[src/rtl/spi_flash_responder.sv]
// SPI (mode 0) serial-flash responder backed by a small byte array: WREN/WRDI/RDSR/READ/PP.
// All SPI pins are resynchronised into clk; the protocol engine runs entirely on clk.
module spi_flash_responder #(
  parameter int MEM_AW      = 8,
  parameter int BUSY_CYCLES = 64
) (
  input  logic clk,
  input  logic rst,
  input  logic sck,
  input  logic cs_n,
  input  logic mosi,
  output logic miso,
  output logic miso_oe,
  output logic wel,
  output logic wip
);

  localparam int DEPTH = 1 << MEM_AW;
  localparam int BCW   = (BUSY_CYCLES > 1) ? $clog2(BUSY_CYCLES) : 1;

  localparam logic [7:0] OP_WREN = 8'h06;
  localparam logic [7:0] OP_WRDI = 8'h04;
  localparam logic [7:0] OP_RDSR = 8'h05;
  localparam logic [7:0] OP_READ = 8'h03;
  localparam logic [7:0] OP_PP   = 8'h02;

  typedef enum logic [2:0] {
    IDLE, CMD, ADDR, RD_STAT, RD_DATA, WR_DATA, IGNORE
  } state_t;

  // WREN/WRDI only commit if the transaction ends after exactly 8 bits.
  typedef enum logic [1:0] {WEL_KEEP, WEL_SET, WEL_CLR} wel_op_t;

  state_t            state;
  wel_op_t           wel_op;
  logic [1:0]        sck_sync, cs_sync, mosi_sync;
  logic              sck_q, cs_q;
  logic              sck_s, cs_s, mosi_s;
  logic              sck_rise, sck_fall, cs_rise, cs_fall;
  logic [4:0]        bit_cnt;
  logic [6:0]        rx_sh;
  logic [7:0]        rx_byte;
  logic [MEM_AW-1:0] ptr;
  logic              is_prog;
  logic              wrote;
  logic [7:0]        tx_sh;
  logic [2:0]        tx_cnt;
  logic [7:0]        tx_next;
  logic [BCW-1:0]    busy_cnt;
  logic              mem_we;

  logic [7:0] mem [DEPTH] = '{default: 8'hFF};

  assign sck_s  = sck_sync[1];
  assign cs_s   = cs_sync[1];
  assign mosi_s = mosi_sync[1];

  assign sck_rise = ~cs_s & sck_s & ~sck_q;
  assign sck_fall = ~cs_s & ~sck_s & sck_q;
  assign cs_fall  = cs_q & ~cs_s;
  assign cs_rise  = ~cs_q & cs_s;

  assign rx_byte = {rx_sh, mosi_s};
  assign tx_next = (state == RD_DATA) ? mem[ptr] : {6'b0, wel, wip};
  assign mem_we  = rst & (state == WR_DATA) & sck_rise & (bit_cnt == 5'd7);

  // NOTE: the array has no reset branch; clearing it would force a flop-based
  // implementation, and its contents must survive rst anyway.
  always_ff @(posedge clk) begin
    if (mem_we) mem[ptr] <= rx_byte;
  end

  // NOTE: every register below is assigned with <= so all of them see the
  // pre-edge values of each other, exactly like the flops they become.
  always_ff @(posedge clk) begin
    if (!rst) begin
      sck_sync  <= 2'b00;
      cs_sync   <= 2'b11;
      mosi_sync <= 2'b00;
      sck_q     <= 1'b0;
      cs_q      <= 1'b1;
      state     <= IDLE;
      wel_op    <= WEL_KEEP;
      bit_cnt   <= '0;
      rx_sh     <= '0;
      ptr       <= '0;
      is_prog   <= 1'b0;
      wrote     <= 1'b0;
      tx_sh     <= '0;
      tx_cnt    <= '0;
      busy_cnt  <= '0;
      miso      <= 1'b0;
      miso_oe   <= 1'b0;
      wel       <= 1'b0;
      wip       <= 1'b0;
    end else begin
      sck_sync  <= {sck_sync[0], sck};
      cs_sync   <= {cs_sync[0], cs_n};
      mosi_sync <= {mosi_sync[0], mosi};
      sck_q     <= sck_s;
      cs_q      <= cs_s;

      // Page-program busy timer; completion also drops the write-enable latch.
      if (wip) begin
        if (busy_cnt == '0) begin
          wip <= 1'b0;
          wel <= 1'b0;
        end else begin
          busy_cnt <= busy_cnt - BCW'(1);
        end
      end

      if (cs_rise) begin
        state   <= IDLE;
        bit_cnt <= '0;
        miso    <= 1'b0;
        miso_oe <= 1'b0;
        wel_op  <= WEL_KEEP;
        if (state == WR_DATA && wrote) begin
          wip      <= 1'b1;
          busy_cnt <= BCW'(BUSY_CYCLES - 1);
        end
        if (wel_op == WEL_SET) wel <= 1'b1;
        else if (wel_op == WEL_CLR) wel <= 1'b0;
      end else begin
        case (state)
          IDLE: begin
            if (cs_fall) begin
              state   <= CMD;
              bit_cnt <= '0;
              wel_op  <= WEL_KEEP;
            end
          end

          CMD: begin
            if (sck_rise) begin
              rx_sh   <= rx_byte[6:0];
              bit_cnt <= bit_cnt + 5'd1;
              if (bit_cnt == 5'd7) begin
                bit_cnt <= '0;
                tx_cnt  <= '0;
                state   <= IGNORE;
                if (rx_byte == OP_RDSR) begin
                  state   <= RD_STAT;
                  miso_oe <= 1'b1;
                end else if (!wip) begin
                  case (rx_byte)
                    OP_WREN: wel_op <= WEL_SET;
                    OP_WRDI: wel_op <= WEL_CLR;
                    OP_READ: begin
                      state   <= ADDR;
                      is_prog <= 1'b0;
                    end
                    OP_PP: begin
                      if (wel) begin
                        state   <= ADDR;
                        is_prog <= 1'b1;
                      end
                    end
                    default: ;
                  endcase
                end
              end
            end
          end

          ADDR: begin
            if (sck_rise) begin
              // Shifting straight into ptr keeps only the low MEM_AW address bits.
              ptr     <= {ptr[MEM_AW-2:0], mosi_s};
              bit_cnt <= bit_cnt + 5'd1;
              if (bit_cnt == 5'd23) begin
                bit_cnt <= '0;
                if (is_prog) begin
                  state <= WR_DATA;
                  wrote <= 1'b0;
                end else begin
                  state   <= RD_DATA;
                  miso_oe <= 1'b1;
                  tx_cnt  <= '0;
                end
              end
            end
          end

          RD_STAT, RD_DATA: begin
            if (sck_fall) begin
              if (tx_cnt == 3'd0) begin
                miso   <= tx_next[7];
                tx_sh  <= {tx_next[6:0], 1'b0};
                tx_cnt <= 3'd7;
                if (state == RD_DATA) ptr <= ptr + MEM_AW'(1);
              end else begin
                miso   <= tx_sh[7];
                tx_sh  <= {tx_sh[6:0], 1'b0};
                tx_cnt <= tx_cnt - 3'd1;
              end
            end
          end

          WR_DATA: begin
            if (sck_rise) begin
              rx_sh   <= rx_byte[6:0];
              bit_cnt <= bit_cnt + 5'd1;
              if (bit_cnt == 5'd7) begin
                bit_cnt <= '0;
                ptr     <= ptr + MEM_AW'(1);
                wrote   <= 1'b1;
              end
            end
          end

          IGNORE: begin
            // Any bit beyond the opcode disqualifies a pending WREN/WRDI.
            if (sck_rise) wel_op <= WEL_KEEP;
          end

          default: state <= IDLE;
        endcase
      end
    end
  end

endmodule

[config.mk]
export PLATFORM = sky130hd
export DESIGN_NAME = spi_flash_responder
export DESIGN_NICKNAME = d
export VERILOG_FILES = /design/src/rtl/spi_flash_responder.sv
export SDC_FILE = /design/constraint.sdc
export NUM_CORES = 2
export LEC_CHECK = 0
export BUFFER_PORTS_ARGS = -buffer_cell sky130_fd_sc_hd__clkbuf_2
export CORE_MARGIN = 2
export CORE_UTILIZATION = 35
export CTS_BUF_LIST = sky130_fd_sc_hd__clkbuf_16
export CTS_CLUSTER_DIAMETER = 120
export DETAILED_ROUTE_END_ITERATION = 6
export GPL_TIMING_DRIVEN = 0
export SLEW_MARGIN = 20
export SYNTH_ARGS = -nofsm -noshare
export SYNTH_HDL_FRONTEND = slang
export SYNTH_SLANG_ARGS = --single-unit
[constraint.sdc]
create_clock -name clk -period 6.3 [get_ports clk]
set_clock_uncertainty 0.15 [all_clocks]
set_input_delay 1.26 -clock clk [delete_from_list [all_inputs] [get_ports clk]]
set_output_delay 1.26 -clock clk [all_outputs]
set_load 0.005 [all_outputs]
==> impl_results.md <==
* Seq/Total Area, Yosys at 75.7%
* Maxcap violations at 0
* Cell Area, Synth at 82900 µm²
* WP data required at 6.85 ns
* Crit path to: tx_sh[6]
* Final setup margin at -0.181 ns
* Global-route wire length before repair at 417000 µm
* CTS resizes at 0
* Initial Util at 35.2%
* # IOs at 9
* Root buffer cell: clkbuf_16
* H-tree level count at 4
* Layout area overhead at 14.2%
* Vias/cell at 6.25
* Final Max Tran Viols at 0
* Crit-path slowest cell: buf_2
* Slew of the pin with the lowest slew margin at 1.30 ns
* Core ar. at 235000 µm²
* Clock sinks at 2111
* Initial antenna violation count at 18
* Die ar. at 241000 µm²
* Post-route cell area at 94700 µm²
* Outcome: finished with violations
* Row cnt at 178
* Worst Path Arrival at 7.03 ns
* Worst path cell trace: buf_4, buf_4, buf_2, buf_2, buf_2, buf_2, a211oi_1, nor3_1, o21ai_0, o211ai_1
* Post-Synthesis Cells at 4067
* Fin crit share at 103%
* Post-synth top area share at 74.2%
* Most frequent cell after synthesis: edfxtp_1
* Worst-Skew Late Latency at 0.87 ns
* Async S/R FF share, synth at 0%
* Post-CTS repair timing setup buffer count at 0
* F_max at 154 MHz
* HP Class: flip-flop to flip-flop
* Rel. slew slack at 13.0%
* Syn_nets at 4081
* Routed len/inst at 41.9 µm
* Dpl hpwl at 211000 µm
* Gr ovfl total at 0
* Post-route ant nets at 0
* Reg2Reg Capture Point: tx_sh[6]
* Vias in the first global route at 43900
* Critical Path End Type: flip-flop
* Unrepaired setup endpoints after global routing: no
* Worst Path Max Fanout at 10
* Ys flop type: edfxtp_1
* PwrDens at 291 nW/µm²
* Width of the die at 491 µm
* Remaining DRCs at 22
* 1st-pass router iterations at 7
* Nets at 4346
* Worst slack, placed at 0.289 ns
* Top cell type by total area after synthesis: edfxtp_1
* R2R cell count at 10
* CP startpoint kind: flip-flop
* IO buf count at 7
* Post-DP Area at 88100 µm²
* EDFF count, synth at 2048
* # fillers at 20800
* Synth area leaders: edfxtp_1 (74%), mux4_2 (13%), dfxtp_1 (1.5%), nor2_1 (1.5%), mux2i_1 (1.2%)
* Slowest stage delay, CP at 0.92 ns
* Synth warn at 0
* Clock buffer depth at 3
* DRT iter0 DRCs at 9470
* Setup violators final at 1
* Final wirelength at 322000 µm
* Crit-path most repeated cell: buf_2
* Largest net degree at the start of global routing at 80
* Crit path kind: flip-flop to flip-flop
* Leakage power at 28.3 nW
* GP Congestion at 1.02
* Chip height at 491 µm
* Tot GR Track Use at 26.1%
* Hold-fix buffers at CTS at 0
* Number of CTS-inserted buffers at 210
* Failing checks: DRC, setup timing
* Commonest cells post-synth: edfxtp_1 (2048), mux4_2 (494), nor2_1 (326)
* Worst R2R Setup Slack at -0.18 ns
* Worst vdd ir at 0.267 mV
* CTS tree: done
* Tmin final at 6.48 ns
* Clock transition at path regs at 0.07 ns
* Hold violation total from the final report at 0
* Layout cell share with drive strength beyond 1 at 23.7%
* #FFs+latches synth at 2111
* Vias at 48000
* Syn Area/Cell at 20.4 µm²
* Netlist cell types at 77
## logic make-up (layout without fill, tap and decap cells)
kind of cell	after synthesis	after routing	share of synthesized area [%]
muxes	626	626	15.3
AOI/OAI and AO/OA	375	375	3.14
and+or+nand+nor	691	691	3.82
DFF	2111	2111	75.7
buffers and inverters	253	697	1.83
adders and majority gates	10	10	0.148
xor gates and xnor gates	1	1	0.0106
other	0	13	0
## per-layer routing
| layer | routed length (µm) | up-vias | track usage (%) |
|---|---|---|---|
| li1 | - | 17400 | - |
| met3 | 47800 | 892 | 10.1 |
| met1 | 114000 | 25400 | 33.5 |
| met4 | 21500 | 14 | 14.6 |
| met2 | 138000 | 4254 | 37.8 |
| met5 | 92 | - | 0 |
## through the flow
step | TNS (ns) | std cells | utilization, % | hold WS (ns) | power (mW)
floorplan | 0 | 4067 | - | 0.236 | 15.6
global placement | -4294.20 | 7224 | 36.9 | 0.254 | 15.7
detailed placement | 0 | 7270 | 37.4 | 0.251 | 15.7
CTS | 0 | 7661 | 40.2 | 0.270 | 27.5
global route | 0 | 7661 | 40.2 | 0.294 | 28.0
finish | -0.181 | 7674 | 40.2 | 0.263 | 27.5
## cell usage in the layout, fill, tap and decap left out, drive strengths merged, types with 11 or more instances in the layout
master,instances
dfxtp,63
and3,12
buf,197
a22o,13
clkbuf,304
a221oi,11
a21boi,16
a22oi,40
nand2,116
o221ai,15
inv,66
a31oi,15
and2,20
a21oi,54
nand2b,25
diode,13
nor3,46
nand3,46
edfxtp,2048
nor4,13
a211oi,23
o22ai,63
o21ai,50
mux2,16
clkinv,117
mux2i,102
nor2,326
mux4,508
nor2b,39
## worst max-delay path, delay by kind of cell (launching register included)
family | cells | cell delay (ns)
flip-flops | 1 | 0.40
AO/OA/AOI/OAI | 3 | 1.05
AND/OR/NAND/NOR | 1 | 0.92
buffers and inverters | 6 | 3.66
## registers in the layout (all words and copies together), names as in the netlist, 2 cells and up, named ones only
| signal | count |
|---|---|
| mem | 2048 |
| ptr | 8 |
| rx_sh | 7 |
| tx_sh | 7 |
| busy_cnt | 6 |
| bit_cnt | 5 |
| state | 3 |
| tx_cnt | 3 |
| cs_sync | 2 |
| mosi_sync | 2 |
| sck_sync | 2 |
| wel_op | 2 |
## cell type report
type,instances,area [µm²],share of cell area (%)
timing repair buffer,53,1160,1.23
inverter,16,60.1,0.0634
multi-input combinational,1703,18600,19.7
antenna,13,32.5,0.0344
clock buffer,211,5280,5.58
tap,3150,3940,4.16
sequential,2111,62800,66.3
clock inverter,180,1270,1.34
buffer,237,1510,1.59
## worst min path at each step
stage	start	end	cells after the start
after global placement	cs_sync[0]	cs_sync[1]	1
after floorplan	cs_sync[0]	cs_sync[1]	1
after global routing	cs_sync[0]	cs_sync[1]	1
after CTS	cs_sync[0]	cs_sync[1]	1
final	cs_sync[0]	cs_sync[1]	1
after detailed placement	cs_sync[0]	cs_sync[1]	1
## where the power goes
part           total [mW]  internal [mW]  leakage [nW]  switching (mW)
logic               0.207         0.0572          5.98           0.150
registers            15.2           15.2          19.0         0.00612
clock network        12.1           6.49          3.37            5.64
Power figures use the tool's default switching activity.
